<file path="src/rtl/y86_pkg.sv">
// Shared Y86 fetch definitions: icode constants, fetch state encoding, word type.
package y86_pkg;
    typedef logic [63:0] word_t;
    typedef logic [3:0]  icode_t;

    localparam icode_t HALT = 4'h0;
    localparam icode_t NOP  = 4'h1;
    localparam icode_t JXX  = 4'h7;
    localparam icode_t CALL = 4'h8;
    localparam icode_t RET  = 4'h9;

    typedef enum logic {
        S_RUN  = 1'b0,
        S_HOLD = 1'b1
    } fetch_state_t;
endpackage

</file>
<file path="src/rtl/fetch_pc_ctrl_if.sv">
// Fetch-stage predicted-PC bus: M/W correction inputs, fetch decoder results, PC outputs.
interface fetch_pc_ctrl_if #(
    parameter int CNT_W = 32
);
    import y86_pkg::*;

    logic             F_stall;
    icode_t           M_icode;
    logic             M_Cnd;
    word_t            M_valA;
    icode_t           W_icode;
    word_t            W_valM;
    icode_t           f_icode;
    word_t            f_valC;
    word_t            f_valP;
    logic             f_imem_error;
    logic             f_instr_valid;
    word_t            f_pc;
    word_t            F_predPC;
    logic             f_hold;
    logic [CNT_W-1:0] fetch_count;
    logic [CNT_W-1:0] redirect_count;

    modport master (
        input  F_stall, M_icode, M_Cnd, M_valA, W_icode, W_valM,
        input  f_icode, f_valC, f_valP, f_imem_error, f_instr_valid,
        output f_pc, F_predPC, f_hold, fetch_count, redirect_count
    );

    modport slave (
        output F_stall, M_icode, M_Cnd, M_valA, W_icode, W_valM,
        output f_icode, f_valC, f_valP, f_imem_error, f_instr_valid,
        input  f_pc, F_predPC, f_hold, fetch_count, redirect_count
    );
endinterface

</file>
<file path="src/rtl/fetch_pred.sv">
// Pure combinational next-PC prediction and stop detection for a fetched instruction.
module fetch_pred
    import y86_pkg::*;
(
    input  icode_t i_icode,
    input  word_t  i_valC,
    input  word_t  i_valP,
    input  logic   i_imem_error,
    input  logic   i_instr_valid,
    output word_t  o_pred_pc,
    output logic   o_stop
);
    // Jumps are predicted taken; calls always go to their target.
    assign o_pred_pc = (i_icode == JXX || i_icode == CALL) ? i_valC : i_valP;
    assign o_stop    = (i_icode == HALT) || i_imem_error || !i_instr_valid;
endmodule

</file>
<file path="src/rtl/fetch_pc_ctrl.sv">
// Fetch PC select and F_predPC register with RUN/HOLD parking on halt/error.
// Optional saturating fetch/redirect counters enabled by macro FETCH_CNT_EN.
//   state  | meaning
//   S_RUN  | fetching normally, F_predPC follows prediction
//   S_HOLD | parked on halt/bad instruction until M/W redirect
module fetch_pc_ctrl
    import y86_pkg::*;
#(
    parameter word_t RESET_PC = 64'h0,
    parameter int    CNT_W    = 32
)(
    input  logic            clk,
    input  logic            reset,
    fetch_pc_ctrl_if.master bus
);
    fetch_state_t r_state;
    fetch_state_t w_state_nxt;
    word_t        r_predpc;
    word_t        w_predpc_nxt;
    word_t        w_f_pc;
    word_t        w_pred_pc;
    logic         w_stop;
    logic         w_mispredict;
    logic         w_ret;
    logic         w_redirect;
    logic         w_run_rules;

    // Mispredict in M is younger than the ret in W, so it wins.
    assign w_mispredict = (bus.M_icode == JXX) && !bus.M_Cnd;
    assign w_ret        = (bus.W_icode == RET);
    assign w_redirect   = w_mispredict || w_ret;
    assign w_f_pc       = w_mispredict ? bus.M_valA :
                          w_ret        ? bus.W_valM : r_predpc;

    fetch_pred u_pred (
        .i_icode       (bus.f_icode),
        .i_valC        (bus.f_valC),
        .i_valP        (bus.f_valP),
        .i_imem_error  (bus.f_imem_error),
        .i_instr_valid (bus.f_instr_valid),
        .o_pred_pc     (w_pred_pc),
        .o_stop        (w_stop)
    );

    always_comb begin
        w_state_nxt  = r_state;
        w_predpc_nxt = r_predpc;
        w_run_rules  = 1'b0;
        case (r_state)
            S_RUN:   w_run_rules = 1'b1;
            S_HOLD:  w_run_rules = w_redirect;
            default: w_run_rules = 1'b1;
        endcase
        if (w_run_rules) begin
            if (w_stop) begin
                // Re-fetch the stopping instruction on every parked cycle.
                w_predpc_nxt = w_f_pc;
                w_state_nxt  = S_HOLD;
            end else begin
                w_predpc_nxt = w_pred_pc;
                w_state_nxt  = S_RUN;
            end
        end else begin
            w_predpc_nxt = w_f_pc;
        end
    end

    always_ff @(posedge clk) begin
        if (reset) begin
            r_state  <= S_RUN;
            r_predpc <= RESET_PC;
        end else if (!bus.F_stall) begin
            r_state  <= w_state_nxt;
            r_predpc <= w_predpc_nxt;
        end
    end

    assign bus.f_pc     = w_f_pc;
    assign bus.F_predPC = r_predpc;
    assign bus.f_hold   = (r_state == S_HOLD);

`ifdef FETCH_CNT_EN
    localparam logic [CNT_W-1:0] CNT_ONE = {{(CNT_W-1){1'b0}}, 1'b1};

    logic [CNT_W-1:0] r_fetch_count;
    logic [CNT_W-1:0] r_redirect_count;
    logic             w_fetch_inc;

    assign w_fetch_inc = (r_state == S_RUN) && !w_stop;

    always_ff @(posedge clk) begin
        if (reset) begin
            r_fetch_count    <= '0;
            r_redirect_count <= '0;
        end else if (!bus.F_stall) begin
            if (w_fetch_inc && (r_fetch_count != '1))
                r_fetch_count <= r_fetch_count + CNT_ONE;
            if (w_redirect && (r_redirect_count != '1))
                r_redirect_count <= r_redirect_count + CNT_ONE;
        end
    end

    assign bus.fetch_count    = r_fetch_count;
    assign bus.redirect_count = r_redirect_count;
`else
    assign bus.fetch_count    = {CNT_W{1'b0}};
    assign bus.redirect_count = {CNT_W{1'b0}};
`endif
endmodule

</file>
<file path="src/flat_wrapper.sv">
// flat-port wrapper written by rule: the top's interface ports become plain ports
module fetch_pc_ctrl_flat import y86_pkg::*;
#(
    parameter word_t RESET_PC = 64'h0,
    parameter int    CNT_W    = 32
)
  (clk, reset, bus_F_stall, bus_M_icode, bus_M_Cnd, bus_M_valA, bus_W_icode, bus_W_valM, bus_f_icode, bus_f_valC, bus_f_valP, bus_f_imem_error, bus_f_instr_valid, bus_f_pc, bus_F_predPC, bus_f_hold, bus_fetch_count, bus_redirect_count);
  fetch_pc_ctrl_if #(.CNT_W(CNT_W)) bus_i ();
  input  logic clk;
  input  logic reset;
  input wire logic [$bits(bus_i.F_stall)-1:0] bus_F_stall;
  input wire logic [$bits(bus_i.M_icode)-1:0] bus_M_icode;
  input wire logic [$bits(bus_i.M_Cnd)-1:0] bus_M_Cnd;
  input wire logic [$bits(bus_i.M_valA)-1:0] bus_M_valA;
  input wire logic [$bits(bus_i.W_icode)-1:0] bus_W_icode;
  input wire logic [$bits(bus_i.W_valM)-1:0] bus_W_valM;
  input wire logic [$bits(bus_i.f_icode)-1:0] bus_f_icode;
  input wire logic [$bits(bus_i.f_valC)-1:0] bus_f_valC;
  input wire logic [$bits(bus_i.f_valP)-1:0] bus_f_valP;
  input wire logic [$bits(bus_i.f_imem_error)-1:0] bus_f_imem_error;
  input wire logic [$bits(bus_i.f_instr_valid)-1:0] bus_f_instr_valid;
  output wire logic [$bits(bus_i.f_pc)-1:0] bus_f_pc;
  output wire logic [$bits(bus_i.F_predPC)-1:0] bus_F_predPC;
  output wire logic [$bits(bus_i.f_hold)-1:0] bus_f_hold;
  output wire logic [$bits(bus_i.fetch_count)-1:0] bus_fetch_count;
  output wire logic [$bits(bus_i.redirect_count)-1:0] bus_redirect_count;
  assign bus_i.F_stall = bus_F_stall;
  assign bus_i.M_icode = bus_M_icode;
  assign bus_i.M_Cnd = bus_M_Cnd;
  assign bus_i.M_valA = bus_M_valA;
  assign bus_i.W_icode = bus_W_icode;
  assign bus_i.W_valM = bus_W_valM;
  assign bus_i.f_icode = bus_f_icode;
  assign bus_i.f_valC = bus_f_valC;
  assign bus_i.f_valP = bus_f_valP;
  assign bus_i.f_imem_error = bus_f_imem_error;
  assign bus_i.f_instr_valid = bus_f_instr_valid;
  assign bus_f_pc = bus_i.f_pc;
  assign bus_F_predPC = bus_i.F_predPC;
  assign bus_f_hold = bus_i.f_hold;
  assign bus_fetch_count = bus_i.fetch_count;
  assign bus_redirect_count = bus_i.redirect_count;
  fetch_pc_ctrl #(.RESET_PC(RESET_PC), .CNT_W(CNT_W)) u_core (.clk(clk), .reset(reset), .bus(bus_i));
endmodule
</file>
<file path="config.mk">
export PLATFORM = sky130hd
export DESIGN_NAME = fetch_pc_ctrl_flat
export DESIGN_NICKNAME = d
export VERILOG_FILES = /design/src/rtl/y86_pkg.sv /design/src/rtl/fetch_pc_ctrl_if.sv /design/src/rtl/fetch_pred.sv /design/src/rtl/fetch_pc_ctrl.sv /design/src/flat_wrapper.sv
export SDC_FILE = /design/constraint.sdc
export NUM_CORES = 1
export LEC_CHECK = 0
export BUFFER_PORTS_ARGS = -buffer_cell sky130_fd_sc_hd__buf_4
export CAP_MARGIN = 30
export CORE_AREA = 2 2 181 183
export DETAILED_ROUTE_END_ITERATION = 8
export DIE_AREA = 0 0 183 185
export PLACE_DENSITY_LB_ADDON = 0.15
export SKIP_LAST_GASP = 1
export SYNTH_ARGS = -nofsm -noshare
export SYNTH_HDL_FRONTEND = slang
export SYNTH_SLANG_ARGS = --single-unit
</file>
<file path="constraint.sdc">
create_clock -name clk -period 4.9 [get_ports clk]
set_input_delay 0.49 -clock clk [delete_from_list [all_inputs] [get_ports clk]]
set_output_delay 0.49 -clock clk [all_outputs]
set_load 0.03 [all_outputs]
</file>
==> metrics.md <==
| Metric | Value |
|---|---|
| Logic pwr share | `39.8%` |
| Synth Area in Compound Gates | `23.6%` |
| Post-Syn Area | `6180 um2` |
| Area share of the largest cell type after synthesis | `21.1%` |
| Leading area contributor after synthesis | `dfxtp_1` |
| Layout area overhead | `55.0%` |
| CP Max Fanout | `53` |
| Post-Syn Instances | `641` |
| # H-tree levels | `3` |
| R2r setup slk | `2630 ps` |
| Met1 WL | `9.04 mm` |
| Worst Hold Endpoint | `u_core.bus.f_hold` |
| Commonest cells after routing, fill and taps aside | `buf_4 (411), inv_1 (129), mux2i_1 (128), dfxtp_1 (65)` |
| Initial Utilization | `19.3%` |
| Share of cells above drive strength 1 | `54.8%` |
| Top Layer Used | `met5` |
| Mux cell area share after synthesis | `32.4%` |
| Final Skew | `10.3 ps` |
| WS Path Type | `input pin to output port` |
| Resize count post-CTS | `0` |
| Total number of vias | `5895` |
| Adder-Cell Fraction of Synth Area | `0%` |
| RSZ-0062 raised after global routing | `false` |
| Power per standard cell area | `247 nW/um2` |
| Initial DRT Pass Iterations | `4` |
| Status | `complete, no violations` |
| Final Hold Viols | `0` |
| Clock power frac | `34.4%` |
| Net switching share of the total power | `35.7%` |
| Nets@finish | `1290` |
| Die X | `183 um` |
| DR iter-0 viols | `88` |
| Remaining routing DRC violations | `0` |
| Setup total negative slack | `0 ps` |
| Kind of end point of the critical path | `output port` |
| CTS tree | `yes` |
| DIE AREA | `33900 um2` |
| Maximum number of pins on one net before global-route repair | `66` |
| Reg2reg end | `u_core.bus.F_predPC[45]` |
| Yosys reg bits | `65` |
| Worst slew pin tran | `906 ps` |
| First-pass GRT wire length | `36.0 mm` |
| Leak | `5.26 nW` |
| Vias in the first global route | `5943` |
| Clock sink count | `65` |
| Final ANT Viol Nets | `0` |
| Number of distinct library cells after synthesis | `27` |
| Pins Over Slew Limit | `0` |
| Synth Area in XOR/XNOR | `0%` |
| Row count | `66` |
| Global-route usage over all layers | `14.0%` |
| WL/cell | `17.4 um` |
| Ports | `467` |
| Syn_area_per_cell | `9.64 um2` |
| Hold Startpoint | `bus_F_stall` |
| WL final | `24.9 mm` |
| Setup violations, final | `0` |
| Multi-input logic area | `3800 um2` |
| Core ar. | `32000 um2` |
| Postcts setup bufs | `0` |
| Yosys warns | `0` |
| Total Power | `2.37 mW` |
| Leading cell type in the layout, fill and taps excluded | `buf_4` |
| Worst r2r path cells | `5` |
| Num CTS Buffers | `9` |
| Final Wtd Congestion | `0.723` |
| Worst vdd ir | `0.000169 V` |
| Psw | `0.845 mW` |
| Metal3 WL | `2.01 mm` |
| Max-slew headroom | `39.1%` |
| Post-synthesis sequential area ratio | `21.1%` |
| Reg area | `1300 um2` |
| Global route overflow | `0` |
| Fmax | `339 MHz` |
| Worst reg2reg startpoint | `u_core.bus.f_hold` |
| Via-per-instance ratio | `4.12` |
| Clock latency on the worst-skew pair | `340 ps` |
| Post-detail-place hpwl | `18.8 mm` |
| Initial antenna violation count | `3` |
| Die height | `185 um` |
| Minimum clock period | `2950 ps` |
| Fillers | `3451` |
| Type of the tightest min-delay check | `input pin to flip-flop` |
| Metal2 WL | `13.5 mm` |
| Number of I/O port buffers | `402` |
| Combinational family with the most area after synthesis | `multiplexers` |
| Synth Area in Simple Gates | `1.36%` |
| Internal | `1.52 mW` |
| Critical path required time | `4410 ps` |
| CTS root buffer | `clkbuf_16` |
| Max Root-Sink Buffers | `2` |
| Area contributors post-synth | `dfxtp_1 (21%), mux2i_1 (21%), a221oi_2 (15%), mux2_2 (12%), buf_4 (8.1%)` |
| Flop pwr share | `25.8%` |
| Post-CTS Hold Buffers | `0` |
| Max-cap violation count | `0` |
| Tcrit/Tclk final | `60.2%` |
| Setup crit start kind | `input pin` |
| Worst path arrival time | `2460 ps` |
| Hold path depth | `3` |
| Clock transition at path regs | `60 ps` |
worst max-delay path, stage by stage:
cell and delay [ps]:
buf_4 100, and4bb_2 250, nand2_4 630, buf_4 360, mux2_2 380, inv_1 60
buf_4 150
routing by layer:
layer	up-vias	global-route usage, %
met5	-	0
met4	2	3.36
met3	20	4.36
met2	257	27.3
met1	2751	14.4
li1	2865	-
kinds of logic after synthesis:
logic type | after synthesis
buffers and inverters | 241
muxes | 192
AOI/OAI and AO/OA | 133
and+or+nand+nor | 9
other | 1
DFF | 65
worst max path at each step:
stage | startpoint | end | slack [ps] | depth (start not counted)
floorplan | bus_W_icode[1] | bus_f_pc[10] | 2720 | 6
global placement | bus_M_icode[1] | bus_f_pc[53] | 1880 | 7
detailed placement | bus_M_icode[1] | bus_f_pc[53] | 1880 | 7
CTS | bus_M_icode[1] | bus_f_pc[53] | 1880 | 7
global route | bus_M_icode[1] | bus_f_pc[53] | 1810 | 7
finish | bus_M_icode[1] | bus_f_pc[55] | 1950 | 7
per-stage QoR:
| step | hold WS [ps] | instance area [um2] | util, % | setup slack, ps | cells |
|---|---|---|---|---|---|
| finish | 452 | 9580 | 29.9 | 1950 | 1431 |
| detailed placement | 518 | 9210 | 28.7 | 1880 | 1413 |
| CTS | 424 | 9570 | 29.9 | 1880 | 1429 |
| floorplan | 600 | 6410 | - | 2720 | 704 |
| global route | 433 | 9570 | 29.9 | 1810 | 1429 |
| global placement | 517 | 9210 | 28.7 | 1880 | 1413 |
synthesized netlist by cell type (all sizes together):
library cell / number
inv: 130
mux2i: 128
buf: 97
dfxtp: 65
a221oi: 64
mux2: 64
o21bai: 64
clkbuf: 14
a21oi: 2
and4bb: 2
nand2: 2
nor4: 2
a211oi: 1
and4b: 1
conb: 1
nand2b: 1
nor3: 1
o31a: 1
o31ai: 1
power groups by stage:
stage / combinational, mW / clock (mW) / sequential, mW
5_1_grt: 1.01 / 0.860 / 0.617
6_report: 0.941 / 0.814 / 0.611
4_1_cts: 0.955 / 0.850 / 0.611
2_1_floorplan: 0.519 / 0 / 0.697
3_5_place_dp: 0.953 / 0 / 0.623
3_3_place_gp: 0.954 / 0 / 0.623
flip-flops by register name, summed over array words and instances (netlist names):
register	cells
u_core.bus.F_predPC	64
u_core.bus.f_hold	1
cell type report:
class,count,area share [%]
multi-input cells,398,39.7
repair buffers,412,32.4
flip-flops and latches,65,13.6
well taps,408,5.33
inverters,130,5.10
clock buffers,12,2.78
clock inverters,4,1.02
diodes,2,0.0523
Note: power is estimated with default switching activity, not from simulation.
